## src/rtl/serial_rx_if.sv

```systemverilog
// Serial receiver bus: the line into the receiver and the recovered byte,
// strobes and status coming back out of it.
interface serial_rx_if;
  logic       rx;
  logic [7:0] data_out;
  logic       valid;
  logic       frame_err;
  logic       busy;

  // Line driver / byte consumer side
  modport master (
    output rx,
    input  data_out,
    input  valid,
    input  frame_err,
    input  busy
  );

  // Receiver side
  modport slave (
    input  rx,
    output data_out,
    output valid,
    output frame_err,
    output busy
  );
endinterface

```

## src/rtl/serial_rx.sv

```systemverilog
// 8N1 serial receiver. Oversamples the line at CLKS_PER_BIT clocks per bit,
// recovers each byte LSB first, strobes valid on a good stop bit and
// frame_err on a low stop bit. A line held low after a framing error is
// parked in BREAK until it returns high.
module serial_rx #(
  parameter int CLKS_PER_BIT = 8
) (
  input  logic        clk,
  input  logic        rst,
  serial_rx_if.slave  bus
);

  localparam int HALF  = CLKS_PER_BIT / 2;
  localparam int CNT_W = (CLKS_PER_BIT > 2) ? $clog2(CLKS_PER_BIT) : 1;
  localparam logic [CNT_W-1:0] CNT_HALF = CNT_W'(HALF - 1);
  localparam logic [CNT_W-1:0] CNT_LAST = CNT_W'(CLKS_PER_BIT - 1);

  typedef enum logic [2:0] {IDLE, START, DATA, STOP, BREAK} state_t;

  state_t           state_q, state_d;
  logic [CNT_W-1:0] cnt_q, cnt_d;
  logic [2:0]       bit_idx_q, bit_idx_d;
  logic [7:0]       shift_q, shift_d;
  logic [7:0]       data_q, data_d;
  logic             valid_q, valid_d;
  logic             ferr_q, ferr_d;
  logic             busy_q, busy_d;
  logic             rx_p0, rx_p1;
  logic             rx_s;

  // Two-flop synchronizer for the asynchronous line, idling high
  always_ff @(posedge clk or negedge rst) begin
    if (!rst) begin
      rx_p0 <= 1'b1;
      rx_p1 <= 1'b1;
    end else begin
      rx_p0 <= bus.rx;
      rx_p1 <= rx_p0;
    end
  end

  assign rx_s = rx_p1;

  // Next-state logic: bit timing is measured from t0, the first edge in
  // IDLE that sees the line low; every later sample lands mid-bit.
  always_comb begin
    state_d   = state_q;
    cnt_d     = cnt_q;
    bit_idx_d = bit_idx_q;
    shift_d   = shift_q;
    data_d    = data_q;
    valid_d   = 1'b0;
    ferr_d    = 1'b0;
    busy_d    = busy_q;
    case (state_q)
      IDLE: begin
        if (!rx_s) begin
          state_d = START;
          cnt_d   = '0;
          busy_d  = 1'b1;
        end
      end
      START: begin
        if (cnt_q == CNT_HALF) begin
          cnt_d = '0;
          if (!rx_s) begin
            state_d   = DATA;
            bit_idx_d = '0;
          end else begin
            // Low pulse shorter than half a bit: treat as a glitch
            state_d = IDLE;
            busy_d  = 1'b0;
          end
        end else begin
          cnt_d = cnt_q + 1'b1;
        end
      end
      DATA: begin
        if (cnt_q == CNT_LAST) begin
          cnt_d              = '0;
          shift_d[bit_idx_q] = rx_s;
          if (bit_idx_q == 3'd7) begin
            state_d = STOP;
          end else begin
            bit_idx_d = bit_idx_q + 1'b1;
          end
        end else begin
          cnt_d = cnt_q + 1'b1;
        end
      end
      STOP: begin
        if (cnt_q == CNT_LAST) begin
          cnt_d = '0;
          if (rx_s) begin
            // Leaving at mid-stop keeps half a bit of slack for the next start
            data_d  = shift_q;
            valid_d = 1'b1;
            state_d = IDLE;
            busy_d  = 1'b0;
          end else begin
            ferr_d  = 1'b1;
            state_d = BREAK;
          end
        end else begin
          cnt_d = cnt_q + 1'b1;
        end
      end
      BREAK: begin
        if (rx_s) begin
          state_d = IDLE;
          busy_d  = 1'b0;
        end
      end
      default: begin
        state_d = IDLE;
        busy_d  = 1'b0;
      end
    endcase
  end

  // Control, output and timing registers
  always_ff @(posedge clk or negedge rst) begin
    if (!rst) begin
      state_q   <= IDLE;
      cnt_q     <= '0;
      bit_idx_q <= '0;
      data_q    <= 8'h00;
      valid_q   <= 1'b0;
      ferr_q    <= 1'b0;
      busy_q    <= 1'b0;
    end else begin
      state_q   <= state_d;
      cnt_q     <= cnt_d;
      bit_idx_q <= bit_idx_d;
      data_q    <= data_d;
      valid_q   <= valid_d;
      ferr_q    <= ferr_d;
      busy_q    <= busy_d;
    end
  end

  // Shift register holds only in-flight data bits; no reset needed
  always_ff @(posedge clk) begin
    shift_q <= shift_d;
  end

  assign bus.data_out  = data_q;
  assign bus.valid     = valid_q;
  assign bus.frame_err = ferr_q;
  assign bus.busy      = busy_q;

endmodule

```

## src/flat_wrapper.sv

```systemverilog
// flat-port wrapper written by rule: the top's interface ports become plain ports
module serial_rx_flat 
#(
  parameter int CLKS_PER_BIT = 8
)
  (clk, rst, bus_rx, bus_data_out, bus_valid, bus_frame_err, bus_busy);
  serial_rx_if bus_i ();
  input  logic clk;
  input  logic rst;
  input wire logic [$bits(bus_i.rx)-1:0] bus_rx;
  output wire logic [$bits(bus_i.data_out)-1:0] bus_data_out;
  output wire logic [$bits(bus_i.valid)-1:0] bus_valid;
  output wire logic [$bits(bus_i.frame_err)-1:0] bus_frame_err;
  output wire logic [$bits(bus_i.busy)-1:0] bus_busy;
  assign bus_i.rx = bus_rx;
  assign bus_data_out = bus_i.data_out;
  assign bus_valid = bus_i.valid;
  assign bus_frame_err = bus_i.frame_err;
  assign bus_busy = bus_i.busy;
  serial_rx #(.CLKS_PER_BIT(CLKS_PER_BIT)) u_core (.clk(clk), .rst(rst), .bus(bus_i));
endmodule
```

## config.mk

```make
export PLATFORM = sky130hd
export DESIGN_NAME = serial_rx_flat
export DESIGN_NICKNAME = d
export VERILOG_FILES = /design/src/rtl/serial_rx_if.sv /design/src/rtl/serial_rx.sv /design/src/flat_wrapper.sv
export SDC_FILE = /design/constraint.sdc
export NUM_CORES = 1
export LEC_CHECK = 0
export ABC_AREA = 1
export BUFFER_PORTS_ARGS = -buffer_cell sky130_fd_sc_hd__buf_2
export CORE_ASPECT_RATIO = 0.7
export CORE_MARGIN = 4
export CORE_UTILIZATION = 40
export DETAILED_ROUTE_END_ITERATION = 10
export GPL_ROUTABILITY_DRIVEN = 1
export GPL_TIMING_DRIVEN = 0
export PLACE_DENSITY = 0.56
export SYNTH_ARGS = -nofsm -noshare
export SYNTH_HDL_FRONTEND = slang
export SYNTH_SLANG_ARGS = --single-unit
```

## constraint.sdc

```tcl
create_clock -name clk -period 1.7 [get_ports clk]
set_input_delay 0.255 -clock clk [delete_from_list [all_inputs] [get_ports clk]]
set_output_delay 0.255 -clock clk [all_outputs]
set_load 0.02 [all_outputs]
```

==> results.md, run 1 <==
* Status: finished, final reports clean
* Final Hold Vio Count at 0
* Setup bufs post-CTS at 0
* Reg area at 793.3 sq um
* WL final at roughly 2500 microns
* Largest vdd supply drop at 0.0007617 V
* Adder-Cell Fraction of Synth Area at under 10%
* Multiplexer share of the synthesized area at 0%
* Post-Syn Instances at approximately 150
* WP data arrival at between 1.5 and 2 ns
* Worst r2r src: u_core.cnt_q[0]
* Critical path depth at 4
* FP Rows at 17
* Slowest cell on crit path: dfrtp_1
* DRT iter0 DRCs at 63
* Post-synthesis simple-gate area fraction at 29.16%
* Worst setup path end: u_core.shift_q[2]
* All-Layer GR Usage at 12.93%
* Post-synth cell types at 23
* Gp weighted congestion at 0.8688
* Flop2flop setup slack at 0.12 ns
* Diodes inserted at 0
* Post-synthesis async set-or-reset flop share at 73.33%
* Die Width at about 80 microns
* LEAKAGE at 0.8046 nW
* Fin crit share at 93.14%
* Count leader, synth: nand2_1
* Max Clock Skew at 0.004864 ns
* IO Port Bufs at 13
* Final Slew Violations at 0
* WS Path Type: register to register
* Top delay family on crit path: adder cells
* Synth top area share at 35.56%
* Worst Tran Pin Value at 0.5110 ns
* Worst r2r path cells at 4
* I/O Pins at 14
* Drt first pass iters at 4
* Fillcell total at 323
* Synth Area in XOR/XNOR at 0%
* Post-synth top area cell: dfrtp_1
* Dpl cell area at 1531 sq um
* Number of global-route vias before repair at between 900 and 1k
* F_max at 631.5 MHz
* Unrepaired setup endpoints after global routing: no
* Yosys warning count at 0
* Clock latency on the worst-skew pair at 0.28 ns
* Post-layout nets at 183
* CP endpoint kind: register
* Via count at 1026
* Total grt overflow at 0
* CTS tree: yes
* # placed instances at 212
* CP required at 1.66 ns
* DRC at 0
* Overall power at 2.199 mW
* Via density per instance at 4.643
* Worst Path Max Fanout at 6
* Starting Density at 43.25%
* TNS Setup at 0 ns
* Num CTS Buffers at 5
* Die Ht at 57.63 microns
* Routed len/inst at 11.39 microns
* Crit path largest cell delay at 0.35 ns
* Crit path launch: u_core.cnt_q[0]
* RR Endpoint: u_core.shift_q[2]
* Main combinational cell family by area after synthesis: simple AND/OR/NAND/NOR gates
* Seq/Total Area, Yosys at 56.36%
* Pwr per Cell Area at 1352 nW/um^2
* Core box area at 3254 sq um
* First-pass GRT wire length at 4388 microns
* Finished Cell Area at 1627 sq um
* Layout Cells excl Fill at roughly 220
* EDFF count, synth at 8
* Initial antenna violation count at 0
* Root buffer cell: clkbuf_8
* Synth top area cells: dfrtp_1 36%, edfxtp_1 17%, nand2_1 14%
* Max-slew headroom at about two thirds
* Max-Cap Viols at 0
* Syn avg cell area at about 9 sq um
* Main synth FF type: dfrtp_1
* Largest net degree at the start of global routing at 23
* Startpoint Class: register
* Final setup viols at 0
* Post-synthesis net count at roughly 160
* CP cell instances: ha_1 -> ha_2 -> inv_1 -> nor4_1
* Multi-input gate area at between 500 and 600 sq um
* Hold WC Path Type: input pin to register
* Tmin final at ~1.6 ns
* Synth Register Bits at 30
* Antenna Nets Post-Route at 0
* End-of-flow core utilization at approximately 50%
* Clock sink count at 30
* Clock slew at reported path FFs at 0.06 ns
* Commonest cells in the netlist: 54 x nand2_1, 20 x dfrtp_1, 11 x inv_1
* Die area at 4547 sq um
* P&R area growth vs syn at 15.56%
* # H-tree levels at 2
* Share of layout cells above drive strength 1 at 22.99%
* CP bufs+invs at 1
* Synth Area in Compound Gates at 3.822%
* CTS Buffer Depth at 2
* Detailed placement HPWL at about 1900 microns
* Netlist Area Pre-Place at 1408 sq um
-- registers in the layout, indices dropped and copies added, names as in the netlist --
register / flops
u_core.shift_q: 8
u_core.bus.data_out: 8
u_core.bus.valid: 1
u_core.cnt_q: 3
u_core.rx_p1: 1
u_core.state_q: 3
u_core.rx_p0: 1
u_core.bus.busy: 1
u_core.bit_idx_q: 3
u_core.bus.frame_err: 1
-- worst min-delay path by stage --
stage	start	to	slack (ns)	cells after the start
after floorplan	rst	u_core.bit_idx_q[0]	-0.04	0
after global placement	rst	u_core.cnt_q[2]	0.25	1
after detailed placement	rst	u_core.cnt_q[1]	0.27	1
after CTS	bus_rx	u_core.rx_p0	0.07	1
after global routing	bus_rx	u_core.rx_p0	0.06	1
final	bus_rx	u_core.rx_p0	0.07	1
-- worst reg2reg max path: stages, from the launching register on --
cell and delay (ns):
dfrtp_1 0.35, ha_1 0.24, ha_2 0.30, inv_1 0.10
nor4_1 0.28
-- layout make-up --
cell class / count / area share, %
Inverter: 14 / 3.538
Multi-Input combinational cell: 107 / 34.08
Clock inverter: 2 / 0.6154
Tap cell: 47 / 3.615
Timing Repair Buffer: 14 / 4.615
Sequential cell: 30 / 48.77
Buffer: 1 / 0.3077
Clock buffer: 6 / 4.462
-- cells in the final DEF, fill, tap and decap left out, drive strengths merged --
cell,synthesis,layout
clkbuf,0,6
a21oi,1,1
o22ai,1,1
ha,7,7
dfrtp,20,20
buf,1,14
inv,13,13
or2,1,1
nor4,1,1
o21ai,7,7
o211ai,1,1
nand3,11,11
nor3,5,5
nand2,57,57
dfstp,2,2
clkinv,1,3
edfxtp,8,8
nor2,15,15
dlygate4sd3,0,1
-- through the flow --
step | hold WS (ns) | setup slack (ns)
after floorplan | -0.04059 | 0.2122
after global placement | 0.2527 | 0.03447
after detailed placement | 0.2702 | 0.01669
after CTS | 0.06674 | 0.009553
after global routing | 0.06407 | 0.01107
final | 0.07477 | 0.1166
-- kinds of logic (layout without fill, tap and decap cells) --
logic type,after synthesis,in the layout
DFF,30,30
buffers and inverters,15,37
adders and majority gates,7,7
and+or+nand+nor,90,90
AOI/OAI and AO/OA,10,10
-- routing by layer --
layer | part of all wire [%] | track usage (%) | vias to the layer above
li1 | - | - | 535
met4 | 1.7 | 7.353 | 0
met2 | 39 | 16.44 | 22
met3 | 5.6 | 4.658 | 5
met5 | 0 | 0 | -
met1 | 54 | 18.75 | 464
-- repair_timing --
action,CTS,global route
hold endpoints to repair,20,0
endpoints found under the setup margin,0,4
hold buffers,1,0
resized for setup,0,1
-- where the power goes --
| group | switching, mW | leakage [nW] | total [mW] | internal [mW] |
|---|---|---|---|---|
| combinational | 0.481 | 0.397 | 0.723 | 0.242 |
| sequential | 0.0974 | 0.363 | 0.945 | 0.848 |
| clock | 0.248 | 0.0450 | 0.531 | 0.283 |
| total | 0.826 | 0.805 | 2.20 | 1.37 |
(Power assumes the default switching activity.)
==> run 2: changes to the inputs <==
- CORE_ASPECT_RATIO: 0.7 -> 1.75
==> results.md, run 2 (same netlist as run 1, synthesis figures left out) <==
* Status: finished, final reports clean
* Commonest non-fill, non-tap cells in the layout: 54 x nand2_1, 20 x dfrtp_1, 14 x buf_2
* Top delay family on crit path: simple AND/OR/NAND/NOR gates
* Multi-input gate area at 570.5 sq um (+2.9%)
* Routed len/inst at 11.65 microns (+2.3%)
* Final Hold Vio Count at 0 (unchanged)
* WL final at 2552 microns (+1.4%)
* Via density per instance at 4.822 (+3.9%)
* Gp weighted congestion at 0.9244 (+6.4%)
* TNS Setup at 0 ns (unchanged)
* Hold WC Path Type: input pin to register
* CP required at 1.67 ns (about the same)
* Unrepaired setup endpoints after global routing: no
* Crit path largest cell delay at 0.47 ns (+0.12 ns)
* Worst Path Max Fanout at 7 (+1)
* I/O Pins at 14 (unchanged)
* Final Slew Violations at 0 (unchanged)
* DRT iter0 DRCs at 11 (-83%)
* LEAKAGE at 0.8084 nW (+0.48%)
* Total grt overflow at 0 (unchanged)
* Clock slew at reported path FFs at 0.06 ns (about the same)
* Fin crit share at 88.77% (-4.4 points)
* Die Ht at 86.48 microns (+50%)
* Largest vdd supply drop at 0.0009334 V (+23%)
* Pwr per Cell Area at 1358 nW/um^2 (+0.47%)
* Die Width at 52.84 microns (-33%)
* Worst r2r path cells at 5 (+1)
* FP Rows at 28 (+11)
* Max-Cap Viols at 0 (unchanged)
* P&R area growth vs syn at 17.16%
* Worst hold slack at 0.07266 ns (-0.002106 ns)
* Worst Tran Pin Value at 0.4991 ns (-0.01189 ns)
* Diodes inserted at 0 (unchanged)
* F_max at 662.6 MHz (+4.9%)
* CTS Buffer Depth at 2 (unchanged)
* Tmin final at 1.509 ns (-0.07430 ns)
* Final setup viols at 0 (unchanged)
* WHS Endpoint: u_core.rx_p0
* Die area at 4569 sq um (+0.49%)
* Overall power at 2.240 mW (+1.9%)
* # placed instances at 210 (-0.94%)
* Reg area at 793.3 sq um (unchanged)
* # H-tree levels at 2 (unchanged)
* Layout Cells excl Fill at 219 (-0.90%)
* CP cell instances: nor2_2 -> nand2_2 -> inv_2 -> nand2_1 -> nor3_1
* Startpoint Class: register
* IO Port Bufs at 13 (unchanged)
* DRC at 0 (unchanged)
* Drt first pass iters at 3 (-1)
* First-pass GRT wire length at 4367 microns (-0.48%)
* Starting Density at 41.42% (-1.8 points)
* Largest net degree at the start of global routing at 23 (unchanged)
* Share of layout cells above drive strength 1 at 23.56% (+0.57 points)
* CTS tree: yes
* Commonest non-fill, non-tap cell in the layout: nand2_1
* Hold_sp: bus_rx
* Via count at 1056 (+2.9%)
* Dpl cell area at 1529 sq um (-0.16%)
* Finished Cell Area at 1649 sq um (+1.4%)
* Max-slew headroom at 66.73% (+0.79 points)
* Initial antenna violation count at 0 (unchanged)
* Antenna Nets Post-Route at 0 (unchanged)
* WS Path Type: register to register
* CP bufs+invs at 1 (unchanged)
* Slowest cell on crit path: dfrtp_1
* RR Endpoint: u_core.shift_q[0]
* WP data arrival at 1.47 ns (-0.07 ns)
* Clock sink count at 30 (unchanged)
* Worst r2r src: u_core.state_q[2]
* Max Clock Skew at 0.005150 ns (+0.0002861 ns)
* Flop2flop setup slack at 0.19 ns (+0.07 ns)
* Post-layout nets at 183 (unchanged)
* Detailed placement HPWL at 1955 microns (+3.4%)
* Number of global-route vias before repair at 1014 (+5.5%)
* Fillcell total at 337 (+4.3%)
* Clock latency on the worst-skew pair at 0.28 ns (about the same)
* CP endpoint kind: register
* Num CTS Buffers at 5 (unchanged)
* Hold depth at 1 (unchanged)
* Setup bufs post-CTS at 0 (unchanged)
* Core box area at 3398 sq um (+4.4%)
* Root buffer cell: clkbuf_8
* All-Layer GR Usage at 13.33% (+0.40 points)
## run 2: worst max-delay path by stage
stage                                 start                end  cells after the start
after global placement      u_core.cnt_q[0]  u_core.shift_q[2]                      4
after CTS                   u_core.cnt_q[0]  u_core.shift_q[2]                      4
after global routing        u_core.cnt_q[1]  u_core.state_q[1]                      9
final                     u_core.state_q[2]  u_core.shift_q[0]                      5
after detailed placement    u_core.cnt_q[0]  u_core.shift_q[2]                      4
after floorplan             u_core.cnt_q[0]  u_core.shift_q[2]                      4
## run 2: metal layers
metal  vias up  track usage [%]  routed length (microns)
met1       489            12.88                      946
met2        21            23.19                     1410
li1        535                -                        -
met5         -                0                        0
met4         0            8.605                       93
met3        11            4.303                      102
## run 2: timing repair
item / in CTS / in global routing
pin swaps: 0 / 0
hold buffers: 1 / 0
resized for setup: 1 / 2
endpoints found under the setup margin: 2 / 2
endpoints found under the hold margin: 20 / 0
cloned: 0 / 0
## run 2: power by group
group | switching [mW] | internal [mW] | total [mW]
combinational | 0.472 | 0.243 | 0.715
clock | 0.250 | 0.326 | 0.575
sequential | 0.102 | 0.848 | 0.950
## run 2: area by class of cell
class | count | share of cell area, %
sequential | 30 | 48.10
multi-input combinational | 107 | 34.60
clock buffer | 7 | 5.235
timing repair buffer | 14 | 4.552
inverter | 14 | 3.490
tap | 45 | 3.414
clock inverter | 1 | 0.3035
buffer | 1 | 0.3035
## run 2: per-stage QoR
step	util, %	setup slack [ns]
after global placement	44.99	0.02276
after global routing	48.53	0.03306
after CTS	48.05	0.07046
after detailed placement	44.99	-0.03090
after floorplan	-	0.2122
final	48.53	0.1909
## run 2: worst register-to-register path, cell delays in order, from the launching register on
cell,delay (ns)
dfrtp_1,0.47
nor2_2,0.24
nand2_2,0.11
inv_2,0.11
nand2_1,0.08
nor3_1,0.19
